## config.mk

```make
export PLATFORM = sky130hd
export DESIGN_NAME = sysid_info_regs
export DESIGN_NICKNAME = d
export VERILOG_FILES = /design/src/rtl/sysid_info_regs.sv
export SDC_FILE = /design/constraint.sdc
export NUM_CORES = 1
export LEC_CHECK = 0
export CAP_MARGIN = 20
export CORE_MARGIN = 5
export CORE_UTILIZATION = 50
export CTS_BUF_LIST = sky130_fd_sc_hd__clkbuf_8
export DETAILED_ROUTE_END_ITERATION = 16
export GPL_ROUTABILITY_DRIVEN = 0
export PLACE_DENSITY_LB_ADDON = 0.25
export SLEW_MARGIN = 40
export SYNTH_ARGS = -nofsm -noshare
export SYNTH_HDL_FRONTEND = slang
export SYNTH_SLANG_ARGS = --single-unit
```

## constraint.sdc

```tcl
create_clock -name clock -period 13.82 [get_ports clock]
set_input_delay 2.764 -clock clock [delete_from_list [all_inputs] [get_ports clock]]
set_output_delay 2.764 -clock clock [all_outputs]
set_load 0.05 [all_outputs]
```

## src/rtl/sysid_info_regs.sv

```systemverilog
// System ID / info slave: registered Avalon-MM read path over ID, timestamp,
// a 2*DATA_W uptime counter with coherent high-half snapshot, scratch and capability.
module sysid_info_regs #(
  parameter logic [31:0] ID           = 32'h5A987835,
  parameter logic [31:0] TIMESTAMP    = 32'h00000000,
  parameter int          DATA_W       = 32,
  parameter int          ADDR_W       = 3,
  parameter logic [31:0] SCRATCH_INIT = 32'h00000000,
  parameter logic [7:0]  VERSION      = 8'h02
) (
  input  logic              clock,
  input  logic              reset,
  input  logic [ADDR_W-1:0] address,
  input  logic              read,
  input  logic              write,
  input  logic [DATA_W-1:0] writedata,
  output logic [DATA_W-1:0] readdata,
  output logic              readdatavalid
);

  localparam int CNT_W = 2 * DATA_W;
  localparam logic [31:0] CAP32 = {VERSION, 8'(ADDR_W), 16'(DATA_W)};

  logic [CNT_W-1:0]  uptime_q, uptime_d;
  logic [DATA_W-1:0] snap_hi_q, snap_hi_d;
  logic [DATA_W-1:0] scratch_q, scratch_d;
  logic [DATA_W-1:0] rdata_q, rdata_d;
  logic              rvld_q, rvld_d;
  logic [DATA_W-1:0] rd_word;

  // Word 2 returns the pre-increment count; word 3 only ever shows the latched half.
  always_comb begin
    rd_word = '0;
    case (address)
      ADDR_W'(0): rd_word = DATA_W'(ID);
      ADDR_W'(1): rd_word = DATA_W'(TIMESTAMP);
      ADDR_W'(2): rd_word = uptime_q[DATA_W-1:0];
      ADDR_W'(3): rd_word = snap_hi_q;
      ADDR_W'(4): rd_word = scratch_q;
      ADDR_W'(5): rd_word = DATA_W'(CAP32);
      default:    rd_word = '0;
    endcase
  end

  always_comb begin
    uptime_d  = uptime_q + CNT_W'(1);
    snap_hi_d = snap_hi_q;
    scratch_d = scratch_q;
    rdata_d   = rdata_q;
    rvld_d    = read;
    if (read) begin
      rdata_d = rd_word;
      if (address == ADDR_W'(2)) snap_hi_d = uptime_q[CNT_W-1:DATA_W];
    end
    if (write && address == ADDR_W'(4)) scratch_d = writedata;
  end

  always_ff @(posedge clock or posedge reset) begin
    if (reset) begin
      uptime_q  <= '0;
      snap_hi_q <= '0;
      scratch_q <= DATA_W'(SCRATCH_INIT);
      rdata_q   <= '0;
      rvld_q    <= 1'b0;
    end else begin
      uptime_q  <= uptime_d;
      snap_hi_q <= snap_hi_d;
      scratch_q <= scratch_d;
      rdata_q   <= rdata_d;
      rvld_q    <= rvld_d;
    end
  end

  assign readdata      = rdata_q;
  assign readdatavalid = rvld_q;

endmodule

```

; Word level (Yosys, flattened, before mapping)
; Index checks and enable logic that the tools add are counted.
[word_totals]
regBits = 161
output_inout_bits = 33
[classes]
add_sub_neg = 1
n_eq_ne = 4
mux = 1
reduce_logical = 3
[op_table]
columns = op, n
row1 = $pmux 32 s5, 1
row2 = $add 64x1->64 const B, 1
row3 = $eq 3x2->1 const B, 2
row4 = $eq 3x3->1 const B, 2
row5 = $logic_not 3->1, 1
row6 = $reduce_and 2->1, 1
row7 = $logic_and 1x1->1, 1

; Logic depth before layout (Yosys ltp)
; Gate-level depths: netlist of the first run.
[logic_depth]
ltp_word = 2
depth_mapped = 7
depth_no_buf = 6

; Worst setup path before layout of the first run
; Ideal clock, no wire load.
[synth_path]
path_type = input port to flip-flop
startpoint = input address[0]
endpoint = register scratch_q[10]
setup_ns = 0.125
arrival_time_ns = 4.191
required_time_ns = 13.695
path_slack_ns = 9.504
cell_stages = 6
n_path_buf = 2
path_cell_list = nand2b_1 > nor2_1 > and2_1 > clkbuf_1 > buf_2 > mux2_2
[synth_between]
elab_chain_cells = 2
[synth_rtl]
columns = element, line
row1 = from (decl), 13  ; input logic [ADDR_W-1:0] address,
row2 = $eq 3x3->1, 55  ; if (write && address == ADDR_W'(4)) scratch_d = writedata;
row3 = $logic_and 1x1->1, 55
row4 = to (signal assigned), 62  ; scratch_q <= DATA_W'(SCRATCH_INIT);
row5 = to (signal assigned), 68  ; scratch_q <= scratch_d;
row6 = to (decl), 26  ; logic [DATA_W-1:0] scratch_q, scratch_d;
; Every way passes these cells.
; A chain may end at the register's enable or synchronous reset.

; Worst setup path after layout of the first run
[layout_path]
startpoint = input address[2]
endpoint = register rdata_q[6] (netlist: readdata[6])
[layout_between]
elab_chain_cells = 2
word_cells_on_any_way = 6
classes_between = 4 x eq/ne / 1 x mux / 1 x reduce/logical
[layout_rtl]
columns = element, line
row1 = "$eq 3x3->1, or another cell as far along", 34  ; case (address)
row2 = $pmux 32 s5 *, 34
row3 = to (signal assigned), 69  ; rdata_q <= rdata_d;
row4 = to (decl), 27  ; logic [DATA_W-1:0] rdata_q, rdata_d;
; Every way passes the cells marked *; elsewhere a longest branch is shown, timed or not.

==> flow_summary.json, run 1 <==
{
  "cts_root_buf": "clkbuf_8",
  "fill_cells": 1162,
  "async_reset_ff_frac": 1.00,
  "nets": 762,
  "ys_ff_latch": 161,
  "start_kind": "primary input",
  "crit_fanout": 30,
  "critPathKind": "in2reg",
  "p_leak_nw": 3.81,
  "ys_top_cells_by_area": "dfrtp_1, mux2_2, xnor2_1, xor2_1, inv_1",
  "ys_seq_area_frac": 0.555,
  "clockBufferDepth": 2,
  "finalSetupTns_ns": 0,
  "ys_warn_count": 0,
  "cts_tree": "done",
  "grt.overflow.total": 0,
  "tightest_slew_ns": 0.726,
  "multi_input_area_um2": 2880,
  "detail_route.wl_per_cell_um": 17.7,
  "synth.most_common_cell": "dfrtp_1",
  "core_area_um2": 14400,
  "ant_nets": 0,
  "finalCriticalPeriod_ns": 5.30,
  "yosys-top-cells-count": "dfrtp_1, inv_1, mux2_2",
  "drt-total-wl_um": 16300,
  "post_cts_buffers": 0,
  "finalMaxSlewViolations": 0,
  "fmax_mhz": 189,
  "hold_violations": 0,
  "dieArea_um2": 17000,
  "required_ns": 14.12,
  "rsz0062_at_grt": "false",
  "status": "finished clean",
  "power.density_nw_per_um2": 109,
  "ios": 72,
  "route.vias.total": 5005,
  "dr.first_iter.drc_count": 257,
  "timing.hold.ws_ns": 0.472,
  "seq_area_um2": 4030,
  "clock-skew-final_ns": 0.0117,
  "chipWidth_um": 131,
  "syn_nets": 701,
  "viasPerCell": 5.45,
  "grt_max_degree": 85,
  "cts.htree.levels": 4,
  "vdd_drop_max_v": 0.0000672,
  "syn_inst": 661,
  "syn2layout_area_growth_pct": 16.7,
  "clk_pin_slew_ns": 0.08,
  "hold_buffers": 0,
  "worstSkewPairLatency_ns": 0.46,
  "finalCritPeriodShare": 0.383,
  "rows": 44,
  "drv_cap": 0,
  "setup_viol": 0,
  "critPathCaptureType": "flip-flop",
  "yosys.area.top_type_share": 0.555,
  "drive_gt1_frac": 0.135,
  "syn_area_per_cell_um2": 11.0,
  "synth_top_cell_by_area": "dfrtp_1",
  "cts_resized": 0,
  "io_buffer_count": 71,
  "clkSinkCount": 161,
  "fp.dieH_um": 131,
  "dpl-instance-area_um2": 8110,
  "worstPathArrival_ns": 5.60,
  "final_area_um2": 8480,
  "grt_pass1_vias": 4982,
  "min_path_type": "reg2reg",
  "num_antenna_cells": 0,
  "track_usage": 0.202,
  "antenna_found_initial": 0,
  "grt_pass1_wl_um": 26500,
  "initial_core_util": 0.505,
  "relSlewSlack": 0.515,
  "synth_edf_count": 0,
  "drcViolationCount": 0,
  "first_pass_iters": 4,
  "dp_hpwl_um": 11800,
  "cts_buffers": 17,
  "final_util": 0.590,
  "syn-cell-area_um2": 7260,
  "synth_cell_types": 37,
  "synth_ff_type": "dfrtp_1"
}
## critical path: stages
cell and delay, ns:
clkdlybuf4s50_1 0.88, inv_1 0.38, nand2_1 0.58, o21ai_0 0.23
nand2_2 0.55, o22ai_1 0.20
## placed cells by master (no fill, tap or decap), types with 2 or more instances in the layout
| cell type | n |
|---|---|
| a21oi_1 | 41 |
| a2bb2oi_1 | 13 |
| and2_1 | 8 |
| and3_1 | 3 |
| and4_1 | 8 |
| buf_4 | 4 |
| clkbuf_8 | 23 |
| clkdlybuf4s50_1 | 71 |
| clkinv_2 | 5 |
| clkinvlp_4 | 3 |
| dfrtp_1 | 161 |
| inv_1 | 58 |
| mux2_2 | 51 |
| mux2i_1 | 17 |
| nand2_1 | 39 |
| nand3_1 | 25 |
| nand4_1 | 14 |
| nor2_1 | 34 |
| nor2b_1 | 3 |
| nor3_1 | 14 |
| nor4_1 | 6 |
| nor4_2 | 2 |
| nor4_4 | 3 |
| o211ai_1 | 2 |
| o21a_1 | 2 |
| o21ai_0 | 20 |
| o221ai_1 | 2 |
| o22ai_1 | 30 |
| xnor2_1 | 36 |
| xor2_1 | 26 |
## power by group
group | internal (mW) | leakage, nW | switching, mW | total [mW]
sequential | 0.496 | 2.16 | 0.0122 | 0.508
clock | 0.146 | 0.188 | 0.167 | 0.313
combinational | 0.0437 | 1.46 | 0.0623 | 0.106
## state kept, by name (all words and copies together) (netlist names)
signal	cells
uptime_q	64
scratch_q	32
readdata	32
readdatavalid	1
snap_hi_q	32
## final timing paths
kind | start | to | slack (ns) | cells past startpoint
hold reg to reg | uptime_q[63]$_DFF_PP0_ | uptime_q[63]$_DFF_PP0_ | 0.47 | 1
max in group asynchronous | reset | readdata[19]$_DFFE_PP0P_ | 9.86 | 3
setup reg to reg | uptime_q[0]$_DFF_PP0_ | uptime_q[60]$_DFF_PP0_ | 11.39 | 6
min in group asynchronous | reset | readdatavalid$_DFF_PP0_ | 2.78 | 2
hold / removal | uptime_q[63]$_DFF_PP0_ | uptime_q[63]$_DFF_PP0_ | 0.47 | 1
setup / recovery | address[2] | readdata[6]$_DFFE_PP0P_ | 8.52 | 6
## metal layers
| metal | part of all wire | vias up | global-route usage |
|---|---|---|---|
| li1 | - | 2395 | - |
| met1 | 0.47 | 2461 | 0.295 |
| met2 | 0.45 | 125 | 0.298 |
| met3 | 0.053 | 24 | 0.0419 |
| met4 | 0.021 | 0 | 0.0805 |
| met5 | 0 | - | 0 |
## final cells by class
cell class                      instances  share of cell area
Clock inverter                         10             0.00708
Tap cell                              184              0.0272
Inverter                               58              0.0263
Sequential cell                       161               0.475
Timing Repair Buffer                   76              0.0890
Multi-Input combinational cell        408               0.340
Clock buffer                           22              0.0357
## logic make-up (layout without fill, tap and decap cells)
logic type                 count (synthesis)  after routing  synth area share
and+or+nand+nor                          167            167             0.126
DFF                                      161            161             0.555
AOI/OAI and AO/OA                        110            110            0.0901
buffers and inverters                     92            166            0.0503
muxes                                     68             68             0.102
xor gates and xnor gates                  62             62            0.0748
adders and majority gates                  1              1           0.00172
## stage by stage
stage | instances | setup slack, ns | total power [mW]
final | 919 | 8.52 | 0.927
after floorplan | 661 | 6.71 | 0.585
after global routing | 919 | 8.35 | 0.963
after CTS | 919 | 8.60 | 0.934
after global placement | 887 | 7.99 | 0.620
after detailed placement | 887 | 8.10 | 0.624
Power figures use the tool's default switching activity.
==> inputs of run 2 (changes only) <==
==> constraint.sdc (replaced) <==
create_clock -name clock -period 4.7 [get_ports clock]
set_input_delay 0.94 -clock clock [delete_from_list [all_inputs] [get_ports clock]]
set_output_delay 0.94 -clock clock [all_outputs]
set_load 0.05 [all_outputs]
==> run 2 against run 1 <==
Net effect: sequential cell count stayed put; clock-buffer cell count decreased by 2; final area up 1.0%; global-route usage decreased by 0.19 points; die area stayed put; via count is 1.6% higher; critical path depth rose by 1; clock power grew to 3.2 times the previous value; highest routed layer unchanged.
==> flow_summary.json, run 2 (synthesis gave the netlist of run 1 again) <==
{
  "status": "finished clean",
  "clockBufferDepth": 2,
  "worstSkewPairLatency_ns": 0.45,
  "rsz0062_at_grt": "false",
  "start_kind": "primary input",
  "timing.hold.ws_ns": 0.479,
  "first_pass_iters": 4,
  "initial_core_util": 0.505,
  "drv_cap": 0,
  "largest_reg_flops": 64,
  "holdPathEnd": "uptime_q[63]$_DFF_PP0_",
  "drt-total-wl_um": 16200,
  "cts_buffers": 17,
  "cts_resized": 0,
  "reg2reg_from": "uptime_q[0]$_DFF_PP0_",
  "critPathKind": "in2reg",
  "nets": 768,
  "antenna_found_initial": 0,
  "grt.overflow.total": 0,
  "critPathCaptureType": "flip-flop",
  "io_buffer_count": 71,
  "hold_violations": 0,
  "dp_hpwl_um": 11600,
  "min_path_type": "reg2reg",
  "r2r_end": "uptime_q[60]$_DFF_PP0_",
  "final_common_cell": "dfrtp_1",
  "finalCriticalPeriod_ns": 2.89,
  "hold_depth": 1,
  "cts_root_buf": "clkbuf_8",
  "power.density_nw_per_um2": 327,
  "detail_route.wl_per_cell_um": 17.6,
  "grt_pass1_wl_um": 26500,
  "syn2layout_area_growth_pct": 18.0,
  "setup_viol": 0,
  "cts.htree.levels": 4,
  "vdd_drop_max_v": 0.000181,
  "drive_gt1_frac": 0.138,
  "ios": 72,
  "tightest_slew_ns": 0.616,
  "track_usage": 0.200,
  "fmax_mhz": 346,
  "crit_fanout": 32,
  "p_leak_nw": 3.85,
  "final_cell_mix": "dfrtp_1, clkdlybuf4s50_1, inv_1",
  "clk_pin_slew_ns": 0.08,
  "route.vias.total": 5084,
  "finalMaxSlewViolations": 0,
  "power.total_mw": 2.80,
  "hold_buffers": 0,
  "drcViolationCount": 0,
  "required_ns": 5.03,
  "chipWidth_um": 131,
  "relSlewSlack": 0.588,
  "ant_nets": 0,
  "rows": 44,
  "largest-register": "uptime_q",
  "core_area_um2": 14400,
  "dieArea_um2": 17000,
  "clock-skew-final_ns": 0.00918,
  "worstPathArrival_ns": 3.22,
  "reg2reg_slack_ns": 2.31,
  "grt_pass1_vias": 5043,
  "viasPerCell": 5.51,
  "finalSetupTns_ns": 0,
  "cts_tree": "done",
  "num_antenna_cells": 0,
  "fp.dieH_um": 131,
  "finalCritPeriodShare": 0.615,
  "post_cts_buffers": 0,
  "dr.first_iter.drc_count": 275,
  "grt_max_degree": 162,
  "min_from": "uptime_q[63]$_DFF_PP0_",
  "clkSinkCount": 161,
  "reg2reg_depth": 6
}
## run 2: worst max-delay path by stage
stage / from / to / slack (ns) / cells past startpoint
after global placement: address[2] / snap_hi_q[7]$_DFFE_PP0P_ / 1.43 / 7
final: address[2] / snap_hi_q[2]$_DFFE_PP0P_ / 1.81 / 7
after global routing: address[2] / snap_hi_q[3]$_DFFE_PP0P_ / 1.67 / 7
after detailed placement: address[2] / snap_hi_q[12]$_DFFE_PP0P_ / 1.34 / 7
after CTS: address[2] / snap_hi_q[2]$_DFFE_PP0P_ / 1.81 / 7
after floorplan: reset / readdata[0]$_DFFE_PP0P_ / 1.72 / 1
## run 2: cell type report
| class | instances | area [um2] |
|---|---|---|
| fillers | 1164 | 5800 |
| flip-flops and latches | 161 | 4030 |
| multi-input cells | 408 | 2870 |
| repair buffers | 82 | 826 |
| clock buffers | 20 | 275 |
| well taps | 184 | 230 |
| inverters | 58 | 221 |
| clock inverters | 10 | 111 |
## run 2: per-stage QoR
| step | utilization | cells | area, um2 | worst slack (ns) |
|---|---|---|---|---|
| final | 0.596 | 923 | 8570 | 1.81 |
| after global routing | 0.596 | 923 | 8570 | 1.67 |
| after CTS | 0.594 | 922 | 8540 | 1.81 |
| after detailed placement | 0.567 | 892 | 8150 | 1.34 |
| after global placement | 0.567 | 892 | 8150 | 1.43 |
| after floorplan | - | 661 | 7270 | 1.72 |
## run 2: power breakdown
group,switching (mW),total (mW),internal [mW],leakage (nW)
Combinational,0.181,0.315,0.134,1.49
Clock,0.487,0.992,0.505,0.192
Sequential,0.0363,1.49,1.46,2.16
Total,0.705,2.80,2.10,3.85
## run 2: critical path, stage by stage
cell and delay, ns:
clkdlybuf4s50_1 0.44, inv_1 0.33, nand2_1 0.27, buf_4 0.26, nor3b_2 0.20, buf_4 0.39
mux2_2 0.39
## run 2: layer usage
metal	global-route usage	wire length [um]	vias to the layer above
li1	-	-	2415
met1	0.298	7770	2540
met2	0.299	7400	113
met3	0.0378	871	16
met4	0.0641	185	0
met5	0	0	-
